==> config.mk <==
export PLATFORM = sky130hd
export DESIGN_NAME = shiftreg_rx_flat
export DESIGN_NICKNAME = d
export VERILOG_FILES = /design/src/rtl/shiftreg_rx_if.sv /design/src/rtl/shiftreg_rx.sv /design/src/flat_wrapper.sv
export SDC_FILE = /design/constraint.sdc
export NUM_CORES = 1
export LEC_CHECK = 0
export CORE_ASPECT_RATIO = 0.6
export CORE_UTILIZATION = 25
export CTS_CLUSTER_SIZE = 8
export DETAILED_ROUTE_END_ITERATION = 10
export PLACE_DENSITY = 0.52
export RECOVER_POWER = 50
export SLEW_MARGIN = 20
export SYNTH_ARGS = -nofsm -noshare
export SYNTH_HDL_FRONTEND = slang
export SYNTH_SLANG_ARGS = --single-unit
==> constraint.sdc <==
create_clock -name clk -period 5.29 [get_ports clk]
set_input_delay 1.058 -clock clk [delete_from_list [all_inputs] [get_ports clk]]
set_output_delay 1.058 -clock clk [all_outputs]
set_load 0.05 [all_outputs]
==> src/rtl/shiftreg_rx_if.sv <==
// Bundle between the serial receiver and its neighbours: serial input side,
// word output handshake, and status/error flags.
interface shiftreg_rx_if #(parameter int WIDTH = 8);
  logic             sin;
  logic             sin_en;
  logic             sync;
  logic [WIDTH-1:0] out;
  logic             out_valid;
  logic             out_ready;
  logic [7:0]       cnt;
  logic             overrun;
  logic             resync;
  logic             clr_err;

  modport master (
    output sin, sin_en, sync, out_ready, clr_err,
    input  out, out_valid, cnt, overrun, resync
  );

  modport slave (
    input  sin, sin_en, sync, out_ready, clr_err,
    output out, out_valid, cnt, overrun, resync
  );
endinterface

==> src/rtl/shiftreg_rx.sv <==
// Serial-in, parallel-out receiver: sync-aligned word assembly into a
// one-deep holding register with valid/ready handoff and sticky error flags.
module shiftreg_rx #(
  parameter int WIDTH     = 8,
  parameter bit MSB_FIRST = 1'b1
) (
  input logic          clk,
  input logic          reset,
  shiftreg_rx_if.slave bus
);
  typedef enum logic {HUNT, SHIFT} state_t;

  localparam logic [7:0] LAST = 8'(WIDTH - 1);

  state_t           state, state_nxt;
  logic [WIDTH-1:0] sh, sh_nxt, shifted, seed;
  logic [7:0]       cnt_q, cnt_nxt;
  logic [WIDTH-1:0] out_q;
  logic             out_valid_q, overrun_q, resync_q;
  logic             done, resync_set, overrun_set, load, xfer;

  // Seed places the sync bit where a normal shift would put a new bit.
  always_comb begin
    if (MSB_FIRST) begin
      shifted = {sh[WIDTH-2:0], bus.sin};
      seed    = {{(WIDTH-1){1'b0}}, bus.sin};
    end else begin
      shifted = {bus.sin, sh[WIDTH-1:1]};
      seed    = {bus.sin, {(WIDTH-1){1'b0}}};
    end
  end

  always_comb begin
    state_nxt  = state;
    cnt_nxt    = cnt_q;
    sh_nxt     = sh;
    done       = 1'b0;
    resync_set = 1'b0;
    if (bus.sin_en) begin
      if (bus.sync) begin
        state_nxt  = SHIFT;
        cnt_nxt    = 8'd1;
        sh_nxt     = seed;
        resync_set = (state == SHIFT) && (cnt_q != 8'd0);
      end else if (state == SHIFT) begin
        sh_nxt = shifted;
        if (cnt_q == LAST) begin
          cnt_nxt = 8'd0;
          done    = 1'b1;
        end else begin
          cnt_nxt = cnt_q + 8'd1;
        end
      end
    end
  end

  // A completed word loads only if the holder is empty or draining this edge.
  assign xfer        = out_valid_q && bus.out_ready;
  assign load        = done && (!out_valid_q || bus.out_ready);
  assign overrun_set = done && out_valid_q && !bus.out_ready;

  always_ff @(posedge clk or posedge reset) begin
    if (reset) begin
      state       <= HUNT;
      sh          <= '0;
      cnt_q       <= '0;
      out_q       <= '0;
      out_valid_q <= 1'b0;
      overrun_q   <= 1'b0;
      resync_q    <= 1'b0;
    end else begin
      state       <= state_nxt;
      sh          <= sh_nxt;
      cnt_q       <= cnt_nxt;
      if (load) out_q <= sh_nxt;
      out_valid_q <= load | (out_valid_q & ~xfer);
      overrun_q   <= overrun_set | (overrun_q & ~bus.clr_err);
      resync_q    <= resync_set  | (resync_q  & ~bus.clr_err);
    end
  end

  assign bus.out       = out_q;
  assign bus.out_valid = out_valid_q;
  assign bus.cnt       = cnt_q;
  assign bus.overrun   = overrun_q;
  assign bus.resync    = resync_q;
endmodule
==> src/flat_wrapper.sv <==
// flat-port wrapper written by rule: the top's interface ports become plain ports
module shiftreg_rx_flat 
#(
  parameter int WIDTH     = 8,
  parameter bit MSB_FIRST = 1'b1
)
  (clk, reset, bus_sin, bus_sin_en, bus_sync, bus_out_ready, bus_clr_err, bus_out, bus_out_valid, bus_cnt, bus_overrun, bus_resync);
  shiftreg_rx_if #(.WIDTH(WIDTH)) bus_i ();
  input logic clk;
  input logic reset;
  input wire logic [$bits(bus_i.sin)-1:0] bus_sin;
  input wire logic [$bits(bus_i.sin_en)-1:0] bus_sin_en;
  input wire logic [$bits(bus_i.sync)-1:0] bus_sync;
  input wire logic [$bits(bus_i.out_ready)-1:0] bus_out_ready;
  input wire logic [$bits(bus_i.clr_err)-1:0] bus_clr_err;
  output wire logic [$bits(bus_i.out)-1:0] bus_out;
  output wire logic [$bits(bus_i.out_valid)-1:0] bus_out_valid;
  output wire logic [$bits(bus_i.cnt)-1:0] bus_cnt;
  output wire logic [$bits(bus_i.overrun)-1:0] bus_overrun;
  output wire logic [$bits(bus_i.resync)-1:0] bus_resync;
  assign bus_i.sin = bus_sin;
  assign bus_i.sin_en = bus_sin_en;
  assign bus_i.sync = bus_sync;
  assign bus_i.out_ready = bus_out_ready;
  assign bus_i.clr_err = bus_clr_err;
  assign bus_out = bus_i.out;
  assign bus_out_valid = bus_i.out_valid;
  assign bus_cnt = bus_i.cnt;
  assign bus_overrun = bus_i.overrun;
  assign bus_resync = bus_i.resync;
  shiftreg_rx #(.WIDTH(WIDTH), .MSB_FIRST(MSB_FIRST)) u_core (.clk(clk), .reset(reset), .bus(bus_i));
endmodule
After elaboration in Yosys (flattened, before gate mapping)
Index checks and enable logic that the tools add are counted.
{"block": "word_totals", "regBits": 28, "input_bits": 7, "out_inout_bits": 19, "wordCells": 41}
{"block": "op_classes", "add_sub_neg": 1, "n_eq_ne": 1, "muxes": 12, "bitwise_logic": 8, "reduce_logical": 12}
{"cell": "2-to-1 mux 8 bit", "n": 6}
{"cell": "adder 8 x 1 -> 8 bit, second input constant", "n": 1}
{"cell": "equality test 8 x 3 -> 1 bit, second input constant", "n": 1}
{"cell": "nonzero test 8 bit", "n": 1}
{"cell": "2-to-1 mux 1 bit", "n": 6}
{"cell": "logical AND 1 bit", "n": 5}
{"cell": "AND reduction 2 bit", "n": 2}
{"cell": "bitwise AND 1 bit", "n": 3}
{"cell": "OR 1 bit", "n": 3}
{"cell": "zero test 1 bit", "n": 2}
{"cell": "NOT 1 bit", "n": 2}
{"cell": "nonzero test 2 bit", "n": 1}
{"cell": "logical OR 1 bit", "n": 1}

Longest topological paths before layout
{"block": "logic_depth", "word_depth": 8, "mapped_depth": 5, "ltp_nobuf": 4}

Worst setup path after synthesis
No wires, ideal clock.
{"block": "synth_path", "path_type": "register to register", "start": "register u_core.cnt_q[3], in the netlist u_core.bus.cnt[3]", "end": "register u_core.out_q[0], in the netlist u_core.bus.out[0]", "arrival_ns": 2.144, "required_ns": 5.165, "slack_ns": 3.021, "stages_incl_launch_ff": 5, "period_less_slack_ns": 2.269, "path_cell_list": "dfrtp_1 > or4_1 > buf_2 > nor4b_4 > mux2_2"}
{"block": "synth_between", "elab_chain_cells": 6}
{"item": "from (decl)", "line_no": "shiftreg_rx.sv:17", "rtl": "logic [7:0] cnt_q, cnt_nxt;"}
{"item": "from (signal assigned)", "line_no": "shiftreg_rx.sv:74", "rtl": "cnt_q <= cnt_nxt;"}
{"item": "equality test 8 x 3 -> 1 bit", "line_no": "shiftreg_rx.sv:47", "rtl": "if (cnt_q == LAST) begin"}
{"item": "2-to-1 mux 1 bit", "line_no": "shiftreg_rx.sv:47"}
{"item": "2-to-1 mux 1 bit", "line_no": "shiftreg_rx.sv:45", "rtl": "end else if (state == SHIFT) begin"}
{"item": "2-to-1 mux 1 bit", "line_no": "shiftreg_rx.sv:40", "rtl": "if (bus.sync) begin"}
{"item": "2-to-1 mux 1 bit", "line_no": "shiftreg_rx.sv:39", "rtl": "if (bus.sin_en) begin"}
{"item": "logical AND 1 bit", "line_no": "shiftreg_rx.sv:59", "rtl": "assign load = done && (!out_valid_q || bus.out_ready);"}
{"item": "to (signal assigned)", "line_no": "shiftreg_rx.sv:75", "rtl": "if (load) out_q <= sh_nxt;"}
{"item": "to (decl)", "line_no": "shiftreg_rx.sv:18", "rtl": "logic [WIDTH-1:0] out_q;"}
Every way passes these cells.
A chain may end at the register's enable or synchronous reset.

Final worst setup path
{"block": "layout_path", "start": "input port bus_sin_en", "end": "register u_core.out_q[7], in the netlist u_core.bus.out[7]"}
{"block": "layout_between", "elab_chain_cells": 2, "elab_cells_between_ends": 3, "classes_between": "mux (2); reduce/logical (1)"}
{"item": "from (decl)", "line_no": "flat_wrapper.sv:12", "rtl": "input wire logic [$bits(bus_i.sin_en)-1:0] bus_sin_en;"}
{"item": "2-to-1 mux 1 bit", "line_no": "shiftreg_rx.sv:39"}
{"item": "logical AND 1 bit", "line_no": "shiftreg_rx.sv:59"}
Several ways; a longest one is shown, not always the timed one.

==> summary.txt <==
STA
  • F_max: 0.323 GHz
  • Clock skew: 0.00252 ns
  • Fin crit share: 0.585
  • Worst Max-Slew Pin Slew: 1.10 ns
  • Final Hold Vio Count: 0
  • Slew margin rel.: 0.269
  • Final setup fails: 0
  • Slew Limit Fails: 0
  • Final WS setup: 2.19 ns
  • RSZ-0062 raised after global routing: no
  • Period minus WS final: 3.10 ns
  • Setup TNS: 0 ns
  • Worst Hold Slack: 0.519 ns

Clocking
  • Hold buffer count at CTS: 0
  • TritonCTS clock tree: done
  • Postcts setup bufs: 0
  • CTS root buf: clkbuf_8
  • Worst-skew pair later-pin latency: 0.27 ns
  • CTS Buf Count: 3
  • Reg clk slew, reported paths: 0.09 ns
  • Clock Sinks: 28
  • CTS Buffer Depth: 2
  • H-tree levels: 1
  • # resized after CTS: 0

Setup path
  • Critical path type: input pin to flop
  • Startpoint Class: input pin
  • R2r worst-path depth: 3
  • Crit Path Max Fanout: 21
  • CP Cell Sequence: dlygate4sd3_1, nand3b_1, nor4b_4, mux2_2
  • Worst R2R Start: u_core.bus.cnt[3]$_DFFE_PP0P_
  • R2r endpoint: u_core.bus.out[7]$_DFFE_PP0P_
  • WP data required: 5.46 ns
  • R2r setup slk: 3.00 ns
  • Arrival @ worst endpoint: 3.26 ns
  • CP Capture Type: flop
  • Critical Path Max Stage Delay: 0.94 ns
  • CP max stage cell: dlygate4sd3_1

Pwr
  • PD cells: 281 mW/mm2
  • Pleak: 0.726 nW
  • Peak VDD IR: 93.9 uV
  • Total Power: 0.483 mW

Routing
  • Detail-routed via count per cell: 4.88
  • Via count: 1059
  • First-pass DRT Iterations: 4
  • Residual DRC: 0
  • DRT iter0 DRCs: 92
  • Post-route ant nets: 0
  • Post-DR wirelength/cell: 15.0 um
  • Final WL: 3.25 mm

Worst hold path
  • Worst hold endpoint: u_core.bus.out[2]$_DFFE_PP0P_
  • HP Class: flop to flop
  • Worst Min Path Start: u_core.bus.out[2]$_DFFE_PP0P_
  • Hold path cells: 1

GRT
  • Tot GR Track Use: 0.120
  • Initial antenna violation count: 0
  • First-pass GRT wire length: 5.38 mm
  • Grt total ovfl: 0
  • Vias in the first global route: 1055
  • Largest net degree at the start of global routing: 29

Place
  • Final GP Congestion: 0.783
  • Number of port buffers: 25
  • Pre-CTS setup slack: 2.00 ns
  • Dpl hpwl: 2.39 mm
  • Placed Area: 0.00166 mm2
  • Placed insts: 213

Logic synthesis
  • Avg Synthesized Cell Area: 10.6 um2
  • Most common cell in the netlist: dfrtp_1
  • YS warnings: 0
  • Post-synth EDFFs: 0
  • Syn Nets: 137
  • Seq/Total Area, Yosys: 0.517
  • Synth Cell Area: 0.00136 mm2
  • FF+latch count, synth: 28
  • Library cells used by synthesis: 31
  • Top_reg_cell synth: dfrtp_1
  • Area contributors post-synth: dfrtp_1 (52%), mux2_2 (7.5%), o221ai_1 (3.9%)
  • Synth top area share: 0.517
  • Area leader, netlist: dfrtp_1
  • Commonest cells post-synth: dfrtp_1 (28), inv_1 (12), mux2_2 (9), o21ai_0 (9)
  • Fraction of registers with async set/reset: 1.00
  • Cells after Synth: 128

Final layout
  • Fin nets: 161
  • Area of the multi-input gates: 586 um2
  • Layout cells sized above 1: 0.113
  • # fillers: 518
  • Design area: 0.00172 mm2
  • Storage cell area: 701 um2
  • Fin cells: 217
  • Ant. Diodes: 0
  • Post-route core utilization: 0.335
  • Area grow syn2layout: 26.9%

Floorplanning
  • Num rows: 20
  • Starting Density: 0.264
  • Die area: 0.00573 mm2
  • Die Ht: 59.0 um
  • IO Count: 26
  • Core area: 0.00513 mm2
  • Die width: 97.0 um

Run
  • Max Cap Violations: 0

Run status
  • Status: finished, final reports clean
-- report_power, final --
group	internal [mW]	switching, mW
Sequential	0.227	0.0142
Combinational	0.0378	0.0717
Clock	0.0666	0.0650
-- state kept, by name (all words and copies together), names as in the netlist --
| signal | cells |
|---|---|
| u_core.state | 1 |
| u_core.bus.out_valid | 1 |
| u_core.bus.out | 8 |
| u_core.bus.overrun | 1 |
| u_core.bus.resync | 1 |
| u_core.bus.cnt | 8 |
| u_core.sh | 8 |
-- layout by cell type, fill, tap and decap left out, types with 2 or more instances in the layout --
cell / Yosys / routed
nand3b_1: 2 / 2
or3_1: 3 / 3
o21ai_0: 9 / 9
o221ai_1: 6 / 6
a22oi_1: 4 / 4
mux2_2: 9 / 9
clkdlybuf4s50_1: 0 / 22
o211ai_1: 2 / 2
dfrtp_1: 28 / 28
dlygate4sd3_1: 0 / 3
nand3_1: 8 / 8
nor2_1: 3 / 3
or2_2: 2 / 2
nand4_1: 2 / 2
ha_1: 2 / 2
clkbuf_8: 0 / 4
nand2_1: 8 / 8
inv_1: 12 / 12
nand2b_1: 8 / 8
or4_1: 2 / 2
-- kinds of logic (layout without fill, tap and decap cells) --
family / Yosys count / in the layout / share of synthesized area
and+or+nand+nor: 42 / 42 / 0.187
buffers and inverters: 18 / 41 / 0.0508
muxes: 9 / 9 / 0.0748
AOI/OAI and AO/OA: 29 / 29 / 0.151
DFF: 28 / 28 / 0.517
adders and majority gates: 2 / 2 / 0.0185
-- layout make-up --
type | instances | share of cell area
Multi-Input combinational cell | 82 | 0.341
Clock buffer | 4 | 0.0320
Sequential cell | 28 | 0.408
Inverter | 12 | 0.0262
Tap cell | 66 | 0.0480
Timing Repair Buffer | 25 | 0.146
-- worst max-delay path by stage --
stage                                   from                             to  slack [ns]  cells after the start
4_1_cts                           bus_sin_en  u_core.bus.out[4]$_DFFE_PP0P_        2.29                      4
5_1_grt                           bus_sin_en  u_core.bus.out[7]$_DFFE_PP0P_        2.07                      4
3_3_place_gp                      bus_sin_en  u_core.bus.out[6]$_DFFE_PP0P_        2.04                      4
2_1_floorplan  u_core.bus.cnt[3]$_DFFE_PP0P_  u_core.bus.out[0]$_DFFE_PP0P_        3.02                      4
6_report                          bus_sin_en  u_core.bus.out[7]$_DFFE_PP0P_        2.19                      4
3_5_place_dp                      bus_sin_en  u_core.bus.out[4]$_DFFE_PP0P_        2.00                      4
-- worst max-delay path, delay by kind of cell --
family / cells / cell delay [ns]
buf+inv: 1 / 0.94
simple gates: 2 / 0.85
mux: 1 / 0.40
-- routing by layer --
layer	track usage	up-vias	part of all wire
met1	0.176	519	0.53
met2	0.177	27	0.40
met5	0	-	0
li1	-	511	-
met3	0.0342	2	0.060
met4	0.0277	0	0.0083
Note: power is estimated with default switching activity, not from simulation.
